==> src/rtl/store_write_buffer_if.sv <==
// Store write buffer bus: cache store/load side plus the DRAM side.
// The buffer uses the slave modport; the cache/DRAM environment uses master.
interface store_write_buffer_if #(
    parameter int WIDTH = 32,
    parameter int DEPTH = 4
);
    localparam int CW = $clog2(DEPTH) + 1;

    logic             wr_valid;
    logic [WIDTH-1:0] wr_addr;
    logic [WIDTH-1:0] wr_data;
    logic             wr_ready;
    logic             rd_en;
    logic [WIDTH-1:0] rd_addr;
    logic [WIDTH-1:0] rd_data;
    logic             rd_hit;
    logic [WIDTH-1:0] mem_addr;
    logic [WIDTH-1:0] mem_din;
    logic             mem_we;
    logic [WIDTH-1:0] mem_rdata;
    logic             mem_ready;
    logic             empty;
    logic [CW-1:0]    count;

    modport slave (
        input  wr_valid, wr_addr, wr_data,
        output wr_ready,
        input  rd_en, rd_addr,
        output rd_data, rd_hit,
        output mem_addr, mem_din, mem_we,
        input  mem_rdata, mem_ready,
        output empty, count
    );

    modport master (
        output wr_valid, wr_addr, wr_data,
        input  wr_ready,
        output rd_en, rd_addr,
        input  rd_data, rd_hit,
        input  mem_addr, mem_din, mem_we,
        output mem_rdata, mem_ready,
        input  empty, count
    );
endinterface

==> src/rtl/store_write_buffer.sv <==
// Posted-write FIFO between data cache and DRAM with youngest-store
// load forwarding; owns the DRAM address/write mux.
module store_write_buffer #(
    parameter int WIDTH = 32,
    parameter int DEPTH = 4
) (
    input logic clk,
    input logic rst,
    store_write_buffer_if.slave bus
);
    localparam int PW = $clog2(DEPTH);
    localparam int CW = PW + 1;
    localparam logic [CW-1:0] FULL_CNT = CW'(DEPTH);

    typedef logic [PW-1:0] ptr_t;

    typedef struct packed {
        logic [WIDTH-1:0] addr;
        logic [WIDTH-1:0] data;
    } entry_t;

    entry_t          mem_q [DEPTH];
    logic [DEPTH-1:0] valid_q;
    ptr_t            head_q;
    ptr_t            tail_q;
    logic [CW-1:0]   count_q;

    logic             full;
    logic             is_empty;
    logic             push;
    logic             pop;
    logic             hit;
    logic             rd_hit;
    logic             miss_rd;
    logic             we;
    logic [WIDTH-1:0] hit_data;
    entry_t           head_e;

    assign full     = (count_q == FULL_CNT);
    assign is_empty = (count_q == '0);
    assign head_e   = mem_q[head_q];

    // No bypass: a full buffer rejects a push even if it pops this cycle.
    assign push = !rst && bus.wr_valid && !full;

    // Walk oldest to youngest so the last match is the youngest store.
    always_comb begin
        ptr_t idx;
        hit      = 1'b0;
        hit_data = '0;
        idx      = head_q;
        for (int i = 0; i < DEPTH; i++) begin
            idx = head_q + ptr_t'(i);
            if (valid_q[idx] && mem_q[idx].addr == bus.rd_addr) begin
                hit      = 1'b1;
                hit_data = mem_q[idx].data;
            end
        end
    end

    assign rd_hit  = !rst && bus.rd_en && hit;
    assign miss_rd = bus.rd_en && !rd_hit;
    assign we      = !rst && !miss_rd && !is_empty;
    assign pop     = we && bus.mem_ready;

    assign bus.rd_hit   = rd_hit;
    assign bus.rd_data  = rd_hit ? hit_data : bus.mem_rdata;
    assign bus.mem_we   = we;
    assign bus.mem_addr = we ? head_e.addr : bus.rd_addr;
    assign bus.mem_din  = head_e.data;
    assign bus.wr_ready = rst || !full;
    assign bus.empty    = rst || is_empty;
    assign bus.count    = rst ? '0 : count_q;

    always_ff @(posedge clk) begin
        if (rst) begin
            head_q  <= '0;
            tail_q  <= '0;
            count_q <= '0;
            valid_q <= '0;
        end else begin
            if (push) begin
                tail_q          <= tail_q + ptr_t'(1);
                valid_q[tail_q] <= 1'b1;
            end
            if (pop) begin
                head_q          <= head_q + ptr_t'(1);
                valid_q[head_q] <= 1'b0;
            end
            unique case ({push, pop})
                2'b10:   count_q <= count_q + CW'(1);
                2'b01:   count_q <= count_q - CW'(1);
                default: count_q <= count_q;
            endcase
        end
    end

    // Payload storage is never cleared; validity lives in valid_q.
    always_ff @(posedge clk) begin
        if (push) begin
            mem_q[tail_q].addr <= bus.wr_addr;
            mem_q[tail_q].data <= bus.wr_data;
        end
    end
endmodule

==> src/flat_wrapper.sv <==
// flat-port wrapper written by rule: the top's interface ports become plain ports
module store_write_buffer_flat 
#(
    parameter int WIDTH = 32,
    parameter int DEPTH = 4
)
  (clk, rst, bus_wr_valid, bus_wr_addr, bus_wr_data, bus_wr_ready, bus_rd_en, bus_rd_addr, bus_rd_data, bus_rd_hit, bus_mem_addr, bus_mem_din, bus_mem_we, bus_mem_rdata, bus_mem_ready, bus_empty, bus_count);
  store_write_buffer_if #(.WIDTH(WIDTH), .DEPTH(DEPTH)) bus_i ();
  input logic clk;
  input logic rst;
  input wire logic [$bits(bus_i.wr_valid)-1:0] bus_wr_valid;
  input wire logic [$bits(bus_i.wr_addr)-1:0] bus_wr_addr;
  input wire logic [$bits(bus_i.wr_data)-1:0] bus_wr_data;
  output wire logic [$bits(bus_i.wr_ready)-1:0] bus_wr_ready;
  input wire logic [$bits(bus_i.rd_en)-1:0] bus_rd_en;
  input wire logic [$bits(bus_i.rd_addr)-1:0] bus_rd_addr;
  output wire logic [$bits(bus_i.rd_data)-1:0] bus_rd_data;
  output wire logic [$bits(bus_i.rd_hit)-1:0] bus_rd_hit;
  output wire logic [$bits(bus_i.mem_addr)-1:0] bus_mem_addr;
  output wire logic [$bits(bus_i.mem_din)-1:0] bus_mem_din;
  output wire logic [$bits(bus_i.mem_we)-1:0] bus_mem_we;
  input wire logic [$bits(bus_i.mem_rdata)-1:0] bus_mem_rdata;
  input wire logic [$bits(bus_i.mem_ready)-1:0] bus_mem_ready;
  output wire logic [$bits(bus_i.empty)-1:0] bus_empty;
  output wire logic [$bits(bus_i.count)-1:0] bus_count;
  assign bus_i.wr_valid = bus_wr_valid;
  assign bus_i.wr_addr = bus_wr_addr;
  assign bus_i.wr_data = bus_wr_data;
  assign bus_wr_ready = bus_i.wr_ready;
  assign bus_i.rd_en = bus_rd_en;
  assign bus_i.rd_addr = bus_rd_addr;
  assign bus_rd_data = bus_i.rd_data;
  assign bus_rd_hit = bus_i.rd_hit;
  assign bus_mem_addr = bus_i.mem_addr;
  assign bus_mem_din = bus_i.mem_din;
  assign bus_mem_we = bus_i.mem_we;
  assign bus_i.mem_rdata = bus_mem_rdata;
  assign bus_i.mem_ready = bus_mem_ready;
  assign bus_empty = bus_i.empty;
  assign bus_count = bus_i.count;
  store_write_buffer #(.WIDTH(WIDTH), .DEPTH(DEPTH)) u_core (.clk(clk), .rst(rst), .bus(bus_i));
endmodule
==> config.mk <==
export PLATFORM = sky130hd
export DESIGN_NAME = store_write_buffer_flat
export DESIGN_NICKNAME = d
export VERILOG_FILES = /design/src/rtl/store_write_buffer_if.sv /design/src/rtl/store_write_buffer.sv /design/src/flat_wrapper.sv
export SDC_FILE = /design/constraint.sdc
export NUM_CORES = 1
export LEC_CHECK = 0
export ABC_AREA = 0
export CAP_MARGIN = 5
export CORE_MARGIN = 5
export CORE_UTILIZATION = 35
export CTS_CLUSTER_SIZE = 25
export DETAILED_ROUTE_END_ITERATION = 6
export PLACE_DENSITY = 0.56
export SLEW_MARGIN = 30
export SYNTH_ARGS = -nofsm -noshare
export SYNTH_HDL_FRONTEND = slang
export SYNTH_SLANG_ARGS = --single-unit
==> constraint.sdc <==
create_clock -name clk -period 6.98 [get_ports clk]
set_input_delay 0.698 -clock clk [delete_from_list [all_inputs] [get_ports clk]]
set_output_delay 0.698 -clock clk [all_outputs]
set_load 0.01 [all_outputs]
**Yosys cells after proc, flatten, opt, wreduce, memory -nomap -nowiden**

Memories as Yosys holds them, arrays and structs flattened. A register that Yosys moved wholly into a read port is not among the register bits.
Cells that the tools add are included.

- Register bits after elaboration: 11
- Memory bits (writable): 256
- Input bits: 133
- Output and inout port bits: 103
- Logic and storage cells: 82
- Memories kept: 1

- Add/sub/neg operators: 6
- Order comparisons: 7
- Eq/ne operators: 7
- Multiplexer cells: 31
- Bitwise operators: 3
- Reductions and logical operators: 23

Memories:

| memory | depth | bits a word | rd ports | clocked after Yosys merged registers in | wr ports | line | source |
|---|---|---|---|---|---|---|---|
| u_core.mem_q | 4 | 64 | 4 | 1 | 1 | store_write_buffer.sv:22 | `entry_t mem_q [DEPTH];` |

Operator list:

| cell | count |
|---|---|
| 2-to-1 mux 32 bit | 6 |
| equality test 32 bit | 4 |
| less-than comparator 2 x 3 -> 1 bit, second input constant | 5 |
| logical AND 1 bit | 14 |
| 2-to-1 mux 1 bit | 12 |
| 2-to-1 mux 4 bit | 3 |
| binary-select mux 1 bit (select 2 bit) | 4 |
| case mux 3 bit (2 select lines) | 1 |
| logical NOT 1 bit | 5 |
| adder 2 x 1 -> 2 bit, second input constant | 2 |
| adder 2 bit, second input constant | 2 |
| bitwise AND 4 bit | 1 |
| demux 1 bit (select 2 bit) | 2 |
| >= comparator 2 x 1 -> 1 bit, second input constant | 2 |
| 2-to-1 mux 2 bit | 2 |
| inverter 4 bit | 1 |
| bitwise OR 4 bit | 1 |
| adder 3 x 1 -> 3 bit, second input constant | 1 |
| equality test 3 bit, second input constant | 1 |
| logical NOT 3 bit | 1 |
| 2-to-1 mux 3 bit | 1 |
| subtractor 3 x 1 -> 3 bit, second input constant | 1 |
| equality test 2 x 1 -> 1 bit, second input constant | 1 |
| equality test 2 bit, second input constant | 1 |
| other kinds (2) | 3 |

**Logic depth before layout (Yosys ltp)**

- Depth in word-level cells: 16
- Gate-level depth with buffers: 24
- Gate-level depth less buffers: 17

**Worst setup path after synthesis**

Ideal clock, no wire load.

- Kind: register to output
- Start: reg u_core.head_q[1]
- End: out bus_mem_addr[29]
- Arrival time: 4456 ps
- Required time: 6282 ps
- Path slack: 1826 ps
- Cell stages (with the launch flop): 17
- Path buffers: 6
- Path through: dfxtp_1 -> clkbuf_1 -> buf_2 -> clkbuf_1 -> inv_1 -> ha_1 -> buf_4 -> buf_2 -> mux4_2 -> xor2_1 -> nor4_1 -> nand4_1 -> nor4_4 -> nor4_4 -> a21oi_4 -> buf_6 -> mux2_1

- Word-level cells in the longest chain between the ends: 14
- Elaborated cells on any way between the ends: 30
- Those cells by class: 3 x add/sub; 3 x eq/ne; 13 x mux; 10 x reduce/logical; 1 x memory

RTL lines:

| what | line | source |
|---|---|---|
| start: declaration | store_write_buffer.sv:24 | `ptr_t head_q;` |
| start signal: assignment | store_write_buffer.sv:87 | `head_q <= head_q + ptr_t'(1);` |
| adder 2 x 1 -> 2 bit or binary-select mux 1 bit (select 2 bit) (tied branches) | store_write_buffer.sv:53, store_write_buffer.sv:54 |  |
| memory read (4 x 64 bit), or another cell as far along | n/a |  |
| equality test 32 bit, or another cell as far along | store_write_buffer.sv:54 | `if (valid_q[idx] && mem_q[idx].addr == bus.rd_addr) begin` |
| logical AND 1 bit or 2-to-1 mux 1 bit (tied branches) | store_write_buffer.sv:54 |  |
| 2-to-1 mux 1 bit (2 in a row) | store_write_buffer.sv:54 |  |
| 2-to-1 mux 1 bit (*) | store_write_buffer.sv:54 |  |
| logical AND 1 bit (*) | store_write_buffer.sv:61 | `assign rd_hit = !rst && bus.rd_en && hit;` |
| logical NOT 1 bit (*) | store_write_buffer.sv:62 | `assign miss_rd = bus.rd_en && !rd_hit;` |
| logical AND 1 bit (*) | store_write_buffer.sv:62 |  |
| logical NOT 1 bit (*) | store_write_buffer.sv:63 | `assign we = !rst && !miss_rd && !is_empty;` |
| logical AND 1 bit (*) (2 in a row) | store_write_buffer.sv:63 |  |
| net bus_mem_we | flat_wrapper.sv:21 | `output wire logic [$bits(bus_i.mem_we)-1:0] bus_mem_we;` |
| 2-to-1 mux 32 bit (*) | store_write_buffer.sv:69 | `assign bus.mem_addr = we ? head_e.addr : bus.rd_addr;` |
| end: declaration | flat_wrapper.sv:19 | `output wire logic [$bits(bus_i.mem_addr)-1:0] bus_mem_addr;` |

Mark *: on every way through the listed nets, which the timed path passes. The rest lies on a longest branch. The select of a mux whose other input is x is not followed.

**Worst setup path in the final report**

- Start: reg u_core.head_q[1]
- End: out bus_mem_addr[17]

- Word-level cells in the longest chain between the ends: 14
- Elaborated cells on any way between the ends: 30
- Those cells by class: 3 x add/sub; 3 x eq/ne; 13 x mux; 10 x reduce/logical; 1 x memory

RTL lines:

| what | line |
|---|---|
| adder 2 x 1 -> 2 bit or binary-select mux 1 bit (select 2 bit) (tied branches) | store_write_buffer.sv:53, store_write_buffer.sv:54 |
| memory read (4 x 64 bit), or another cell as far along | n/a |
| equality test 32 bit, or another cell as far along | store_write_buffer.sv:54 |
| logical AND 1 bit or 2-to-1 mux 1 bit (tied branches) | store_write_buffer.sv:54 |
| 2-to-1 mux 1 bit (2 in a row) | store_write_buffer.sv:54 |
| 2-to-1 mux 1 bit (*) | store_write_buffer.sv:54 |
| logical AND 1 bit (*) | store_write_buffer.sv:61 |
| logical NOT 1 bit (*) | store_write_buffer.sv:62 |
| logical AND 1 bit (*) | store_write_buffer.sv:62 |
| logical NOT 1 bit (*) | store_write_buffer.sv:63 |
| logical AND 1 bit (*) (2 in a row) | store_write_buffer.sv:63 |
| 2-to-1 mux 32 bit (*) | store_write_buffer.sv:69 |

Mark *: on every way between the ends. The rest lies on a longest branch, timed or not. The select of a mux whose other input is x is not followed.

==> impl_results.md <==
* Status: finished clean
* Nets at 1624
* Syn nets at 1459
* Min cycle time layout at 6.52 ns
* Slew Limit Fails at 0
* Drt first pass iters at 5
* Critical-path top delay cell: or4_1
* Fill cells at 4842
* Layout Utilization at 42.5%
* Cells along the critical path: buf_4, buf_4, mux4_2, o2bb2ai_1, a221oi_2, nand3_1, or4_1, nor3_2, nor4_4, a21oi_4, buf_4, mux2_1, clkdlybuf4s50_1
* Largest net degree at the start of global routing at 121
* Synthesized flop and latch total at 269
* Layout Skew at 0.0139 ns
* GP Congestion at 0.899
* Mux cell area share after synthesis at 32.5%
* Yosys warning count at 0
* Worst-Margin Slew at 0.853 ns
* Clk buf depth at 3
* CP endpoint kind: primary output
* Number of global-route vias before repair at 13400
* Initial antenna violation count at 7
* Post-DP HPWL at 39.7 mm
* Area of the die at 57700 um2
* Clk sink count at 269
* Gr ovfl total at 0
* Max-cap viol count at 0
* Fraction of layout cells with a size suffix above 1 at 20.3%
* Io pins at 236
* DR vias/cell at 6.01
* Avg WL per Cell at 26.5 um
* Unrepaired setup endpoints after global routing: false
* Rows at 84
* Ys async rst share at 0%
* Final ANT Viol Nets at 0
* Largest stage delay on the critical path at 0.62 ns
* GRT Total Usage at 19.6%
* CTS resizes at 0
* Cts bufs inserted at 31
* Via count at 13200
* Postcts setup bufs at 0
* Cell repeated most along the worst path: buf_4
* DRC marker count from the first detailed-route iteration at 1129
* Post-synth cell types at 61
* Design Power at 4.20 mW
* Worst-path clk slew at 0.06 ns
* CP arrival at 5.82 ns
* Crit Path Max Fanout at 35
* Area Overhead vs Synth at 20.4%
* F_max at 153 MHz
* Clock latency on the worst-skew pair at 0.58 ns
* Post-synth EDFFs at 256
* Worst VDD drop at 0.167 mV
* Critical Path RT at 6.28 ns
* Final Hold Vio Count at 0
* Final setup viols at 0
* Synth Area per Inst at 14.1 um2
* Initial core utilization at 35.3%
* Hold/Removal Path Class: flop to flop
* DRC viols at 0
* Fin Setup TNS at 0 ns
* Crit share post-route at 93.4%
* Post-Route WL at 58.2 mm
* CP Launch Type: flop
* Mapped Area at 18500 um2
* Simple-gate share of the synthesized area at 5.84%
* R2R cell count at 20
* TritonCTS clock tree: done
* Clock root buffer: clkbuf_16
* Complex-gate fraction of the synthesized area at 8.45%
* Hold path depth at 2
* Max-slew headroom at 43.1%
* Leakage power at 6.56 nW
* H-Tree Depth at 1
* Fraction of synthesized cell area in xor and xnor cells at 5.24%
* Main combinational cell family by area after synthesis: multiplexers
* PwrDens at 188 nW/um2
* Seq/Total Area, Yosys at 42.9%
* Port-buffer cells at 235
* CTS Hold Buffers Added at 0
* Placeable Area at 52600 um2
* Setup WS pre-CTS at 1.03 ns
* First-pass GRT wire length at 86.8 mm
* Final setup margin at 0.460 ns
* Die Ht at 240 um
* WS Path Type: flop to primary output
* Synth Area in Adders at 0.715%
* Mapped Cells at 1316
* Die W at 240 um
* Primary FF master, synth: edfxtp_1
kinds of logic (layout without fill, tap and decap cells):
group           count (synthesis)  after routing
xor+xnor                      111            111
fa+ha+maj                      10             10
other cells                     0              5
mux                           342            342
buf+inv                       154            342
flops                         269            269
simple gates                  206            206
compound gates                224            224
cell usage after synthesis (4+ instances only):
cell type	instances	area [um2]
edfxtp_1	256	7690
mux4_2	205	4620
mux2i_1	103	1030
a21oi_1	78	390
xnor2_1	62	543
clkbuf_1	61	229
nand2_1	59	221
nor2_1	57	214
xor2_1	49	429
a211oi_1	35	263
a311o_1	32	320
nand3b_1	32	240
buf_2	26	130
inv_1	22	82.6
mux2_1	22	248
o21ai_0	20	100
buf_1	16	60.1
buf_6	14	158
dfxtp_1	13	260
nor4_1	11	68.8
mux2_2	10	113
nand4_1	10	62.6
o22ai_1	10	62.6
ha_1	9	113
buf_4	8	60.1
o211ai_1	8	60.1
nor3_1	7	35.0
o2111ai_1	7	61.3
nand2b_1	6	37.5
a2111oi_0	5	43.8
and2_1	5	31.3
nor2b_1	5	31.3
a22oi_1	4	30.0
a31oi_1	4	25.0
o221ai_1	4	35.0
cell type report:
cell class | instances | area, um2 | share of cell area [%]
Antenna cell | 5 | 12.5 | 0.0560
Clock buffer | 41 | 813 | 3.64
Clock inverter | 15 | 153 | 0.684
Inverter | 25 | 93.8 | 0.420
Multi-Input combinational cell | 893 | 9830 | 44.0
Sequential cell | 269 | 7960 | 35.7
Tap cell | 688 | 861 | 3.85
Timing Repair Buffer | 261 | 2610 | 11.7
stage by stage:
| stage | cells | instance area (um2) | hold slack, ns |
|---|---|---|---|
| floorplan | 1316 | 18500 | 0.467 |
| global placement | 2136 | 21400 | 0.500 |
| detailed placement | 2136 | 21400 | 0.507 |
| CTS | 2192 | 22300 | 0.515 |
| global route | 2194 | 22300 | 0.573 |
| finish | 2197 | 22300 | 0.521 |
routing by layer:
layer	wire [um]	global-route usage, %
met2	28900	33.3
met1	25100	27.3
met3	3480	3.02
met4	747	3.13
met5	24	0
flip-flops by register name (all words and copies together) (netlist names), named ones only:
register,cells
u_core.count_q,3
u_core.head_q,2
u_core.mem_q,256
u_core.tail_q,2
u_core.valid_q,4
critical path, delay by kind of cell (launching register included):
| kind | cells | cell delay (ns) |
|---|---|---|
| DFF | 1 | 0.34 |
| and+or+nand+nor | 4 | 1.31 |
| buffers and inverters | 4 | 1.88 |
| AOI/OAI and AO/OA | 3 | 0.92 |
| muxes | 2 | 0.75 |
layout by cell type (no fill, tap or decap), types with 31 or more instances in the layout:
cell,instances
a21oi_1,78
clkdlybuf4s50_1,235
mux2i_1,103
nand3b_1,32
nor2_1,56
mux4_2,205
a211oi_1,35
edfxtp_1,256
nand2_1,59
xnor2_1,62
a311o_1,32
xor2_1,49
clkbuf_16,31
worst paths after layout:
path | slack [ns] | from | end
setup / recovery | 0.46 | u_core.head_q[1] | bus_mem_addr[17]
hold / removal | 0.52 | u_core.count_q[1] | u_core.count_q[1]
setup reg to reg | 1.11 | u_core.head_q[0] | u_core.count_q[2]
hold reg to reg | 0.52 | u_core.count_q[1] | u_core.count_q[1]
report_power, final:
group | switching (mW) | total [mW] | internal (mW) | leakage (nW)
logic | 0.385 | 0.777 | 0.393 | 3.66
registers | 0.0448 | 1.87 | 1.82 | 2.43
clock network | 0.637 | 1.56 | 0.922 | 0.466
total | 1.07 | 4.20 | 3.14 | 6.56
Power figures use the tool's default switching activity.
